==> config.mk <==
export PLATFORM = sky130hd
export DESIGN_NAME = store_buffer_flat
export DESIGN_NICKNAME = d
export VERILOG_FILES = /design/src/rtl/store_buffer_pkg.sv /design/src/rtl/store_buffer_if.sv /design/src/rtl/store_buffer_align.sv /design/src/rtl/store_buffer.sv /design/src/flat_wrapper.sv
export SDC_FILE = /design/constraint.sdc
export NUM_CORES = 1
export LEC_CHECK = 0
export CAP_MARGIN = 15
export CORE_ASPECT_RATIO = 1.75
export CORE_UTILIZATION = 40
export CTS_BUF_LIST = sky130_fd_sc_hd__clkbuf_16
export DETAILED_ROUTE_END_ITERATION = 12
export HOLD_SLACK_MARGIN = 0.08
export PLACE_DENSITY = 0.66
export SETUP_SLACK_MARGIN = 0.02
export SYNTH_ARGS = -nofsm -noshare
export SYNTH_HDL_FRONTEND = slang
export SYNTH_SLANG_ARGS = --single-unit
export TNS_END_PERCENT = 30
==> constraint.sdc <==
create_clock -name clock -period 8.2 [get_ports clock]
set_input_delay 1.64 -clock clock [delete_from_list [all_inputs] [get_ports clock]]
set_output_delay 1.64 -clock clock [all_outputs]
set_load 0.01 [all_outputs]
==> src/rtl/store_buffer_pkg.sv <==
// Shared definitions for the store buffer: word type, store-size encodings
// and the default buffer depth.
package store_buffer_pkg;
  typedef logic [31:0] word;

  localparam logic [1:0] st_b = 2'b00;
  localparam logic [1:0] st_h = 2'b01;
  localparam logic [1:0] st_w = 2'b10;

  localparam int default_depth = 4;
endpackage

==> src/rtl/store_buffer_if.sv <==
// Data-memory write port: the buffer presents its head entry, memory accepts it.
interface store_buffer_if;
  import store_buffer_pkg::*;

  logic       mem_write_valid;
  logic       mem_write_ready;
  word        mem_write_addr;
  word        mem_write_data;
  logic [3:0] mem_write_byte_enable;

  modport master (
    output mem_write_valid, mem_write_addr, mem_write_data, mem_write_byte_enable,
    input  mem_write_ready
  );

  modport slave (
    input  mem_write_valid, mem_write_addr, mem_write_data, mem_write_byte_enable,
    output mem_write_ready
  );
endinterface

==> src/rtl/store_buffer_align.sv <==
// Combinational store alignment: lane replication, byte enables and the
// misalignment / illegal-type check.
module store_align
  import store_buffer_pkg::*;
(
  input  logic [1:0] store_type,
  input  logic [1:0] addr_lo,
  input  word        rs2,
  output word        data,
  output logic [3:0] be,
  output logic       error
);

  always_comb begin
    data  = '0;
    be    = '0;
    error = 1'b0;
    case (store_type)
      st_b: begin
        data = {4{rs2[7:0]}};
        be   = 4'b0001 << addr_lo;
      end
      st_h: begin
        data  = {2{rs2[15:0]}};
        be    = addr_lo[1] ? 4'b1100 : 4'b0011;
        error = addr_lo[0];
      end
      st_w: begin
        data  = rs2;
        be    = 4'b1111;
        error = |addr_lo;
      end
      default: error = 1'b1;
    endcase
  end

endmodule

==> src/rtl/store_buffer.sv <==
// In-order store buffer: aligns pipeline stores, queues them and drains them to
// data memory, flagging loads that hit a word still waiting in the queue.
module store_buffer
  import store_buffer_pkg::*;
#(
  parameter int DEPTH = default_depth
) (
  input  logic       clock,
  input  logic       reset,
  input  logic       store_valid,
  input  logic [1:0] store_type,
  input  word        alu_output,
  input  word        rs2_read,
  output logic       store_stall,
  output logic       store_error,
  input  logic       load_valid,
  input  word        load_addr,
  output logic       load_conflict,
  output logic       buffer_empty,
  store_buffer_if.master mem
);

  localparam int PTR_W = $clog2(DEPTH);
  localparam int CNT_W = PTR_W + 1;

  logic [29:0]      ent_addr [DEPTH];
  word              ent_data [DEPTH];
  logic [3:0]       ent_be   [DEPTH];

  logic [PTR_W-1:0] wr_ptr, rd_ptr;
  logic [CNT_W-1:0] count;
  logic             err_p1;

  word              al_data;
  logic [3:0]       al_be;
  logic             al_err;
  logic             head_vld, enq, deq;
  word              load_word;
  logic [PTR_W-1:0] off;

  store_align u_align (
    .store_type (store_type),
    .addr_lo    (alu_output[1:0]),
    .rs2        (rs2_read),
    .data       (al_data),
    .be         (al_be),
    .error      (al_err)
  );

  // Stall looks only at registered occupancy; a dequeue this cycle does not free a slot early.
  assign store_stall  = (count == CNT_W'(DEPTH));
  assign head_vld     = (count != '0);
  assign buffer_empty = ~head_vld;
  assign store_error  = err_p1;
  assign enq          = store_valid & ~store_stall & ~al_err;
  assign deq          = head_vld & mem.mem_write_ready;

  assign mem.mem_write_valid       = head_vld;
  assign mem.mem_write_addr        = {ent_addr[rd_ptr], 2'b00};
  assign mem.mem_write_data        = ent_data[rd_ptr];
  assign mem.mem_write_byte_enable = ent_be[rd_ptr];

  // Word-granular match against live entries only; byte lanes are ignored on purpose.
  assign load_word = load_addr & ~word'(3);

  always_comb begin
    load_conflict = 1'b0;
    off           = '0;
    for (int i = 0; i < DEPTH; i++) begin
      off = PTR_W'(i) - rd_ptr;
      if (({1'b0, off} < count) && ({ent_addr[i], 2'b00} == load_word))
        load_conflict = load_valid;
    end
  end

  // Stage p1: entry storage, written on enqueue and never reset
  always_ff @(posedge clock) begin
    if (enq) begin
      ent_addr[wr_ptr] <= alu_output[31:2];
      ent_data[wr_ptr] <= al_data;
      ent_be[wr_ptr]   <= al_be;
    end
  end

  // Stage p1: queue control and the one-cycle error pulse
  always_ff @(posedge clock) begin
    if (reset) begin
      wr_ptr <= '0;
      rd_ptr <= '0;
      count  <= '0;
      err_p1 <= 1'b0;
    end else begin
      err_p1 <= store_valid & al_err;
      if (enq) wr_ptr <= wr_ptr + PTR_W'(1);
      if (deq) rd_ptr <= rd_ptr + PTR_W'(1);
      case ({enq, deq})
        2'b10:   count <= count + CNT_W'(1);
        2'b01:   count <= count - CNT_W'(1);
        default: count <= count;
      endcase
    end
  end

endmodule
==> src/flat_wrapper.sv <==
// flat-port wrapper written by rule: the top's interface ports become plain ports
module store_buffer_flat import store_buffer_pkg::*;
#(
  parameter int DEPTH = default_depth
)
  (clock, reset, store_valid, store_type, alu_output, rs2_read, store_stall, store_error, load_valid, load_addr, load_conflict, buffer_empty, mem_mem_write_valid, mem_mem_write_addr, mem_mem_write_data, mem_mem_write_byte_enable, mem_mem_write_ready);
  store_buffer_if mem_i ();
  input  logic clock;
  input  logic reset;
  input  logic store_valid;
  input  logic [1:0] store_type;
  input  word alu_output;
  input  word rs2_read;
  output logic store_stall;
  output logic store_error;
  input  logic load_valid;
  input  word load_addr;
  output logic load_conflict;
  output logic buffer_empty;
  output wire logic [$bits(mem_i.mem_write_valid)-1:0] mem_mem_write_valid;
  output wire logic [$bits(mem_i.mem_write_addr)-1:0] mem_mem_write_addr;
  output wire logic [$bits(mem_i.mem_write_data)-1:0] mem_mem_write_data;
  output wire logic [$bits(mem_i.mem_write_byte_enable)-1:0] mem_mem_write_byte_enable;
  input wire logic [$bits(mem_i.mem_write_ready)-1:0] mem_mem_write_ready;
  assign mem_mem_write_valid = mem_i.mem_write_valid;
  assign mem_mem_write_addr = mem_i.mem_write_addr;
  assign mem_mem_write_data = mem_i.mem_write_data;
  assign mem_mem_write_byte_enable = mem_i.mem_write_byte_enable;
  assign mem_i.mem_write_ready = mem_mem_write_ready;
  store_buffer #(.DEPTH(DEPTH)) u_core (.clock(clock), .reset(reset), .store_valid(store_valid), .store_type(store_type), .alu_output(alu_output), .rs2_read(rs2_read), .store_stall(store_stall), .store_error(store_error), .load_valid(load_valid), .load_addr(load_addr), .load_conflict(load_conflict), .buffer_empty(buffer_empty), .mem(mem_i));
endmodule
# Yosys cells after proc, flatten, opt, wreduce, memory -nomap -nowiden
# Memories as Yosys holds them, arrays and structs flattened. A register that Yosys moved wholly into a read port is not among the register bits.
# Cells that the tools add are included.
[word_totals]
output_inout_bits = 73
wordCells = 61
memories = 3
regBits = 8
ram_bits = 264
inputBits = 103
[classes]
n_eq_ne = 9
reduce_logical = 8
bitwise_logic = 7
muxes = 17
n_lt_le_gt_ge = 4
shift = 1
addsub = 8
[mem_list]
columns = ["memory", "words", "width", "read_ports", "rd_ports_with_merged_regs", "write_ports", "line", "rtl"]
rows = [
  ["u_core.ent_data", 4, 32, 1, 1, 1, "store_buffer.sv:27", "word ent_data [DEPTH];"],
  ["u_core.ent_addr", 4, 30, 5, 1, 1, "store_buffer.sv:26", "logic [29:0] ent_addr [DEPTH];"],
  ["u_core.ent_be", 4, 4, 1, 1, 1, "store_buffer.sv:28", "logic [3:0] ent_be [DEPTH];"],
]
[ops]
columns = ["op", "n"]
rows = [
  ["$eq A30 B30 Y1", 4],
  ["$pmux W32 S3", 1],
  ["$lt A2 B3 Y1", 4],
  ["$mux W2", 6],
  ["$pmux W4 S3", 1],
  ["$mux W1", 6],
  ["$pmux W3 S2", 1],
  ["$add A2 B1 Y2 const B", 2],
  ["$and A1 B1 Y1", 4],
  ["$eq A2 B1 Y1 const B", 2],
  ["$eq A2 B2 Y1 const B", 2],
  ["$logic_and A1 B1 Y1", 4],
  ["$mux W4", 1],
  ["$shl A1 B2 Y4 const A", 1],
  ["$sub A1 B2 Y2 const A", 2],
  ["$sub A2 B2 Y2 const A", 2],
  ["$add A3 B1 Y3 const B", 1],
  ["$eq A3 B3 Y1 const B", 1],
  ["$not A1 Y1", 3],
  ["$pmux W1 S3", 1],
  ["$reduce_bool A3 Y1", 1],
  ["$sub A3 B1 Y3 const B", 1],
  ["$logic_not A2 Y1", 1],
  ["$reduce_bool A2 Y1", 1],
  ["$reduce_or A2 Y1", 1],
]

# Depth between registers and ports, before layout
# Gate-level depths: netlist of run 1.
[logic_depth]
depth_word = 7
mapped_depth = 11
mapped_depth_nobuf = 10

# Hierarchy
# From an unflattened synthesis of run 1, not the netlist that was laid out.
[unflattened]
cells_unflattened = 668
hier_area_um2 = 11944.0
[by_module_without_submodules]
columns = ["mod", "area_each_um2", "cells_per_inst", "n_inst", "seq_area_each_um2"]
rows = [
  ["store_buffer", 11437.2, 580, 1, 8127.8],
  ["store_align", 506.7, 88, 1, 0.0],
]

# Worst setup path after synthesis of run 1
# OpenSTA, ideal clock, no wires.
[synth_timing]
kind = "input port to flip-flop"
startpoint = "input port store_type[0]"
endpoint = "memory u_core.ent_addr[0][0], enable pin"
setup_ps = 431
required_ps = 7769
cell_stages = 5
arrival_time_ps = 3967
slack_ps = 3802
n_path_buf = 1
path_cell_list = "buf_2 -> nor3_2 -> nor2_1 -> nor3b_4 -> and2_1"
[synth_between]
elab_chain_cells = 6
elab_cells_between_ends = 8
classes_between = "eq/ne: 2; mux: 3; bitwise: 2; reduce/logical: 1"
[synth_lines]
columns = ["item", "line", "rtl"]
rows = [
  ["start, declared", "flat_wrapper.sv:11", "input logic [1:0] store_type;"],
  ["$eq A2 B2 Y1, or another cell as far along", "store_buffer_align.sv:18", "case (store_type)"],
  ["$pmux W1 S3 *", "store_buffer_align.sv:18", ""],
  ["$not A1 Y1 *", "store_buffer.sv:55", "assign enq = store_valid & ~store_stall & ~al_err;"],
  ["$and A1 B1 Y1 *", "store_buffer.sv:55", ""],
  ["$mux W1 *", "store_buffer.sv:78", "if (enq) begin"],
  ["$mux W1 (implied by the code) *", "store_buffer.sv:79", "ent_addr[wr_ptr] <= alu_output[31:2];"],
  ["end, declared", "store_buffer.sv:26", ""],
]
# Every way passes the cells marked *; elsewhere a longest branch is shown, timed or not.

# Worst setup path in the final report of run 1
[layout_timing]
startpoint = "input port load_addr[15]"
endpoint = "output port load_conflict"
[layout_between]
elab_chain_cells = 6
elab_cells_between_ends = 12
classes_between = "eq/ne: 4; mux: 4; reduce/logical: 4"
[layout_lines]
columns = ["item", "line", "rtl"]
rows = [
  ["start, declared", "flat_wrapper.sv:17", "input word load_addr;"],
  ["$eq A30 B30 Y1", "store_buffer.sv:71", "if (({1'b0, off} < count) && ({ent_addr[i], 2'b00} == load_word))"],
  ["$logic_and A1 B1 Y1", "store_buffer.sv:71", ""],
  ["$mux W1 (3 in series)", "store_buffer.sv:71", ""],
  ["$mux W1 *", "store_buffer.sv:71", ""],
  ["end, declared", "flat_wrapper.sv:18", "output logic load_conflict;"],
]
# Marked as above.

==> metrics, run 1 <==
CP endpoint kind=output port; max_cap viols=0; number of synthesis warnings=0; Post-Synthesis Cells=about 670; post-cts gate resize count=0; Final Power=3736 µW; die height=230.5 µm; Worst-Skew Late Latency=0.55 ns; Tmin final=6.116 ns; pins over their slew limit=0; design area=14860 µm²; most frequent cells in the layout=edfxtp_1, clkdlybuf4s50_1, xor2_1; Power Density=251.4 nW/µm²; Max Root-Sink Buffers=3; DR vias/cell=5.282; top cell type's share of synthesized area=66.41%; core area=roughly 30000 µm²; worst endpoint data arrival time=about 4.5 ns; crit start category=input pin; Hold Path Class=reg -> reg; nets@finish=963; Initial DRC Count=around 420; syn avg cell area=approximately 18 µm²; DRC errors left=0; DIE AREA=30570 µm²; Worst-Margin Slew=0.9809 ns; grt ovf=0; DPL Wire Length=21000 µm; Netlist cell types=36; I/O pins=176; Crit Path Class=in -> out; final setup fails=0; die width=132.6 µm; CTS root buffer=clkbuf_16; share of post-route cells with drive strength above 1=between 10% and 20%; Multi-input gate area=3616 µm²; Fin Setup TNS=0 ns; via count=about 6.6k; Cell Area, Synth=11940 µm²; area leader, netlist=edfxtp_1; Post-CTS Hold Buffers=0; RSZ-0062 raised after global routing=false; Rows=83; Max FO, Critical Path=4; Setup Fix Bufs, Post-CTS=0; global-route wire length before repair=between 40000 and 50000 µm; clock skew=0.02964 ns; leakage power=0.004936 µW; vias in the first global route=7013; Final period util=74.59%; CTS buffer count=25; Pre-Repair DR Iteration Count=5; Max H-tree Level=1; Initial Util=40.62%; hold slack=about 0.54 ns; CTS tree=yes; CTS clock-pin slew for the worst setup and hold paths=around 0.060 ns; port bufs=171; status=finished clean; final wirelength=29640 µm; area growth from synthesis to layout=24.48%; Overall Global Routing Usage=about a fifth; Max rail drop VDD=0.0001825 V; Fmax=163.5 MHz; largest net degree at the start of global routing=49; Area after DPL=between 10000 and 15000 µm²; worst endpoint required time=6.56 ns; Hold Vio Cnt, Final=0; Antenna Nets Post-Route=0; leading cell type in the layout, fill and taps excluded=edfxtp_1; clock sinks=around 270; Synth area leaders=edfxtp_1, mux4_2, xor2_1, dfxtp_1, nor4_1; Routed wire per std cell=23.69 µm; Yosys reg bits=274; relative slew slack=34.61%; register area=8133 µm²; initial antenna violation count=3; Filler Cell Count=2429; register area share after synthesis=68.09%; RD Place Congestion=0.8890
[cell type report]
type	count	share of cell area, %
Antenna cell	1	0.01684
Clock buffer	25	4.210
Clock inverter	20	1.019
Inverter	20	0.5052
Multi-Input combinational cell	349	24.33
Sequential cell	274	54.73
Tap cell	382	3.216
Timing Repair Buffer	180	11.97
[report_power, final]
group	internal [µW]	leakage, µW	switching (µW)	total [µW]
Clock	619	0.000387	498	1120
Sequential	1610	0.00249	79.1	1690
Combinational	523	0.00206	410	933
[worst paths after layout]
kind,slack [ns],endpoint,cells after the start,from
setup / recovery,2.08,load_conflict,7,load_addr[15]
hold / removal,0.54,u_core.count[1],2,u_core.count[1]
setup reg to reg,5.34,u_core.ent_data[0][19],5,u_core.count[2]
hold reg to reg,0.54,u_core.count[1],2,u_core.count[1]
[through the flow]
step	setup slack [ns]	instances	utilization, %
5_1_grt	2.055	1250	50.56
6_report	2.084	1251	50.56
2_1_floorplan	3.802	669	-
4_1_cts	2.051	1250	50.56
3_5_place_dp	2.040	1205	47.91
3_3_place_gp	2.116	1205	47.91
[sequential cells by signal (all words and copies together) (netlist names), named ones only]
register,flops
u_core.count,3
u_core.store_error,1
u_core.rd_ptr,2
u_core.ent_be,16
u_core.wr_ptr,2
u_core.ent_addr,120
u_core.ent_data,128
[cells by family after synthesis]
family	after synthesis	synth area share, %
flip-flops	274	68.09
XOR/XNOR	126	9.244
AND/OR/NAND/NOR	83	3.815
multiplexers	76	13.29
AO/OA/AOI/OAI	52	2.725
buffers and inverters	46	1.698
adder cells (fa/ha/maj)	10	1.111
other	1	0.03141
[synthesized netlist by cell type, drive strengths merged]
cell / count
a21o: 16
clkbuf: 10
nand3: 4
o21a: 1
nand2: 9
mux2i: 10
ha: 9
or3: 2
nor2b: 1
and2: 5
nor4: 24
nand2b: 1
dfxtp: 10
nor3: 6
nand4: 8
xor2: 114
buf: 16
nor4b: 1
or4: 1
xnor2: 12
conb: 1
mux4: 66
o21ai: 10
nor3b: 1
a21oi: 21
fa: 1
a2111oi: 4
nor2: 20
inv: 20
edfxtp: 264
[per-layer routing]
layer	vias to the layer above	global-route usage, %	share of wire [%]
met1	3357	19.79	34
met4	4	9.914	4.6
li1	2970	-	-
met2	224	38.26	57
met3	53	3.316	5.0
met5	-	0	0.098
[critical path, cell delays in order]
cell and delay, ns:
clkdlybuf4s50_1 0.50, xor2_1 0.18, nor4_1 0.76, nand4_1 0.26
a2111oi_0 0.40, or4_1 0.20, clkdlybuf4s50_1 0.53
Power figures use the tool's default switching activity.
==> run 2, diff against run 1 <==
--- a/config.mk
+++ b/config.mk
@@ -11,7 +11,7 @@
 export CTS_BUF_LIST = sky130_fd_sc_hd__clkbuf_16
 export DETAILED_ROUTE_END_ITERATION = 12
 export HOLD_SLACK_MARGIN = 0.08
-export PLACE_DENSITY = 0.66
+export PLACE_DENSITY = 0.68
 export SETUP_SLACK_MARGIN = 0.02
 export SYNTH_ARGS = -nofsm -noshare
 export SYNTH_HDL_FRONTEND = slang
==> constraint.sdc (replaced) <==
create_clock -name clock -period 5.4 [get_ports clock]
set_input_delay 1.08 -clock clock [delete_from_list [all_inputs] [get_ports clock]]
set_output_delay 1.08 -clock clock [all_outputs]
set_load 0.01 [all_outputs]
==> run 2 against run 1 <==
  * Final cell count grew 0.32%
  * Final area grew 0.87%
  * Sequential power grew 51%
  * Sequential cell count is the same
  * Utilization grew 0.44 points
  * Total power grew 53%
  * Critical path type unchanged
  * Critical path depth is the same
  * Combinational power grew 53%
  * Global-route usage grew 0.073 points
  * Sequential share of layout area shrank 0.47 points
  * Register-to-register slack lost 2.5 ns
  * Count of clock-buffer cells in the layout is the same
==> metrics, run 2 (synthesis gave the netlist of run 1 again) <==
P_sw=1490 µW (+51%); area growth from synthesis to layout=25.56%; most frequent cells in the layout=edfxtp_1, clkdlybuf4s50_1, xor2_1; register area=8133 µm² (unchanged); Largest regs=u_core.ent_data (128), u_core.ent_addr (120), u_core.ent_be (16); Setup Fix Bufs, Post-CTS=0 (unchanged); CTS tree=yes; CTS root buffer=clkbuf_16; CP Cell Sequence=clkdlybuf4s50_1 -> xor2_1 -> nor4_1 -> nand4_1 -> a2111oi_0 -> or4_1 -> clkdlybuf4s50_1; Finished Layout Cells=1255 (+0.32%); DIE AREA=30570 µm² (unchanged); via count=6542 (-1.0%); grt ovf=0 (unchanged); Final Util=51.00% (+0.44 points); I/O pins=176 (unchanged); Initial Util=40.62% (unchanged); RSZ-0062 raised after global routing=false; leading cell type in the layout, fill and taps excluded=edfxtp_1; design area=14990 µm² (+0.87%); core area=29390 µm² (unchanged); Fmax=209.1 MHz; CP delay by family, top=buffers and inverters; crit start category=input pin; Int Pwr=4236 µW (+54%); Max stage delay on crit path=0.63 ns (-0.13 ns); pins over their slew limit=0 (unchanged); Tmin final=4.782 ns; Rows=83 (unchanged); port bufs=171 (unchanged); Initial DRC Count=363 (-14%); initial antenna violation count=3 (unchanged); Max FO, Critical Path=4 (unchanged); final wirelength=29590 µm (-0.17%); CP Buf/Inv Count=2 (unchanged); Filler Cell Count=2459 (+1.2%); Clock Power Share=30.4% (+0.5 points); nets@finish=968 (+0.52%); status=finished clean; CTS clock-pin slew for the worst setup and hold paths=0.06 ns (about the same); Multi-input gate area=3616 µm² (unchanged); largest net degree at the start of global routing=38 (-22%); Pre-Repair DR Iteration Count=5 (unchanged); die height=230.5 µm (unchanged); Critical-path top delay cell=nor4_1; Antenna Nets Post-Route=0 (unchanged); CP endpoint kind=output port; DRC errors left=0 (unchanged); RD Place Congestion=0.8939 (+0.55%); Area after DPL=14190 µm² (+0.76%); Comb pwr share=24.9% (about the same); Power Density=382.0 nW/µm² (+52%); max_cap viols=0 (unchanged); leakage power=0.004992 µW (+1.1%); clock sinks=274 (unchanged); Post-CTS Hold Buffers=0 (unchanged); Overall Global Routing Usage=19.75% (+0.073 points); DPL Wire Length=20800 µm (-0.94%); Switching Share=26.02% (-0.40 points); sequential share of power=44.6% (-0.5 points); relative slew slack=31.41% (-3.2 points); DR vias/cell=5.213 (-1.3%); clock skew=0.008110 ns (-0.02153 ns); hold slack=0.5334 ns (-0.009246 ns); Final period util=88.56%; Max rail drop VDD=0.0004019 V (+120%); worst endpoint data arrival time=3.70 ns (-0.78 ns); die width=132.6 µm (unchanged); Max H-tree Level=1 (unchanged); global-route wire length before repair=43440 µm (+0.37%); Hold Path Class=reg -> reg; Crit Path Class=in -> out; Fin Setup TNS=0 ns (unchanged); post-cts gate resize count=0 (unchanged); share of post-route cells with drive strength above 1=15.02% (+0.97 points); Placed Cells=1211 (+0.50%); cell mode on critical path=clkdlybuf4s50_1; most flop-heavy register=u_core.ent_data; worst endpoint required time=4.32 ns (-2.24 ns); vias in the first global route=6969 (-0.63%); Worst-Margin Slew=1.029 ns (+0.04793 ns); final setup fails=0 (unchanged); Routed wire per std cell=23.58 µm (-0.49%); CTS buffer count=24 (-4.0%); number of flip-flops in the largest register=128 (unchanged); Hold Vio Cnt, Final=0 (unchanged); Worst-Skew Late Latency=0.53 ns (-0.02 ns); Max Root-Sink Buffers=3 (unchanged)
-- run 2: per-stage QoR --
step | worst slack [ns] | power [µW]
2_1_floorplan | 1.562 | 3353
3_3_place_gp | 0.6587 | 4058
3_5_place_dp | 0.6463 | 4062
4_1_cts | 0.6377 | 5809
5_1_grt | 0.5282 | 5954
6_report | 0.6176 | 5726
-- run 2: power groups by stage --
stage | Clock (µW) | Sequential (µW) | Combinational, µW
6_report | 1740 | 2560 | 1430
5_1_grt | 1850 | 2580 | 1530
4_1_cts | 1780 | 2570 | 1460
3_5_place_dp | 0 | 2610 | 1450
3_3_place_gp | 0 | 2610 | 1450
2_1_floorplan | 0 | 2520 | 832
-- run 2: final cells by class --
class	count	area share, %
multi-input combinational	349	24.12
inverter	20	0.5008
timing repair buffer	186	12.59
sequential	274	54.26
tap	382	3.189
clock buffer	25	4.174
antenna	1	0.01669
clock inverter	18	1.152
-- run 2: per-layer routing --
layer / global-route usage (%) / wire (µm) / vias up
li1: - / - / 2987
met1: 20.70 / 10320 / 3272
met2: 38.27 / 16640 / 226
met3: 3.052 / 1432 / 53
met4: 8.657 / 1174 / 4
met5: 0 / 28 / -
-- run 2: worst min-delay path, cell delays in order, from the launching register on --
cell and delay (ns):
dfxtp_1 0.35, o21ai_0 0.08, a21oi_1 0.06
-- run 2: path summary, 6_finish.rpt --
path | start | endpoint | slack, ns | cells after the start
worst min register to register | u_core.count[2] | u_core.count[2] | 0.53 | 2
worst max register to register | u_core.count[2] | u_core.count[2] | 2.86 | 10
worst max-delay path | load_addr[30] | load_conflict | 0.62 | 7
worst min-delay path | u_core.count[2] | u_core.count[2] | 0.53 | 2
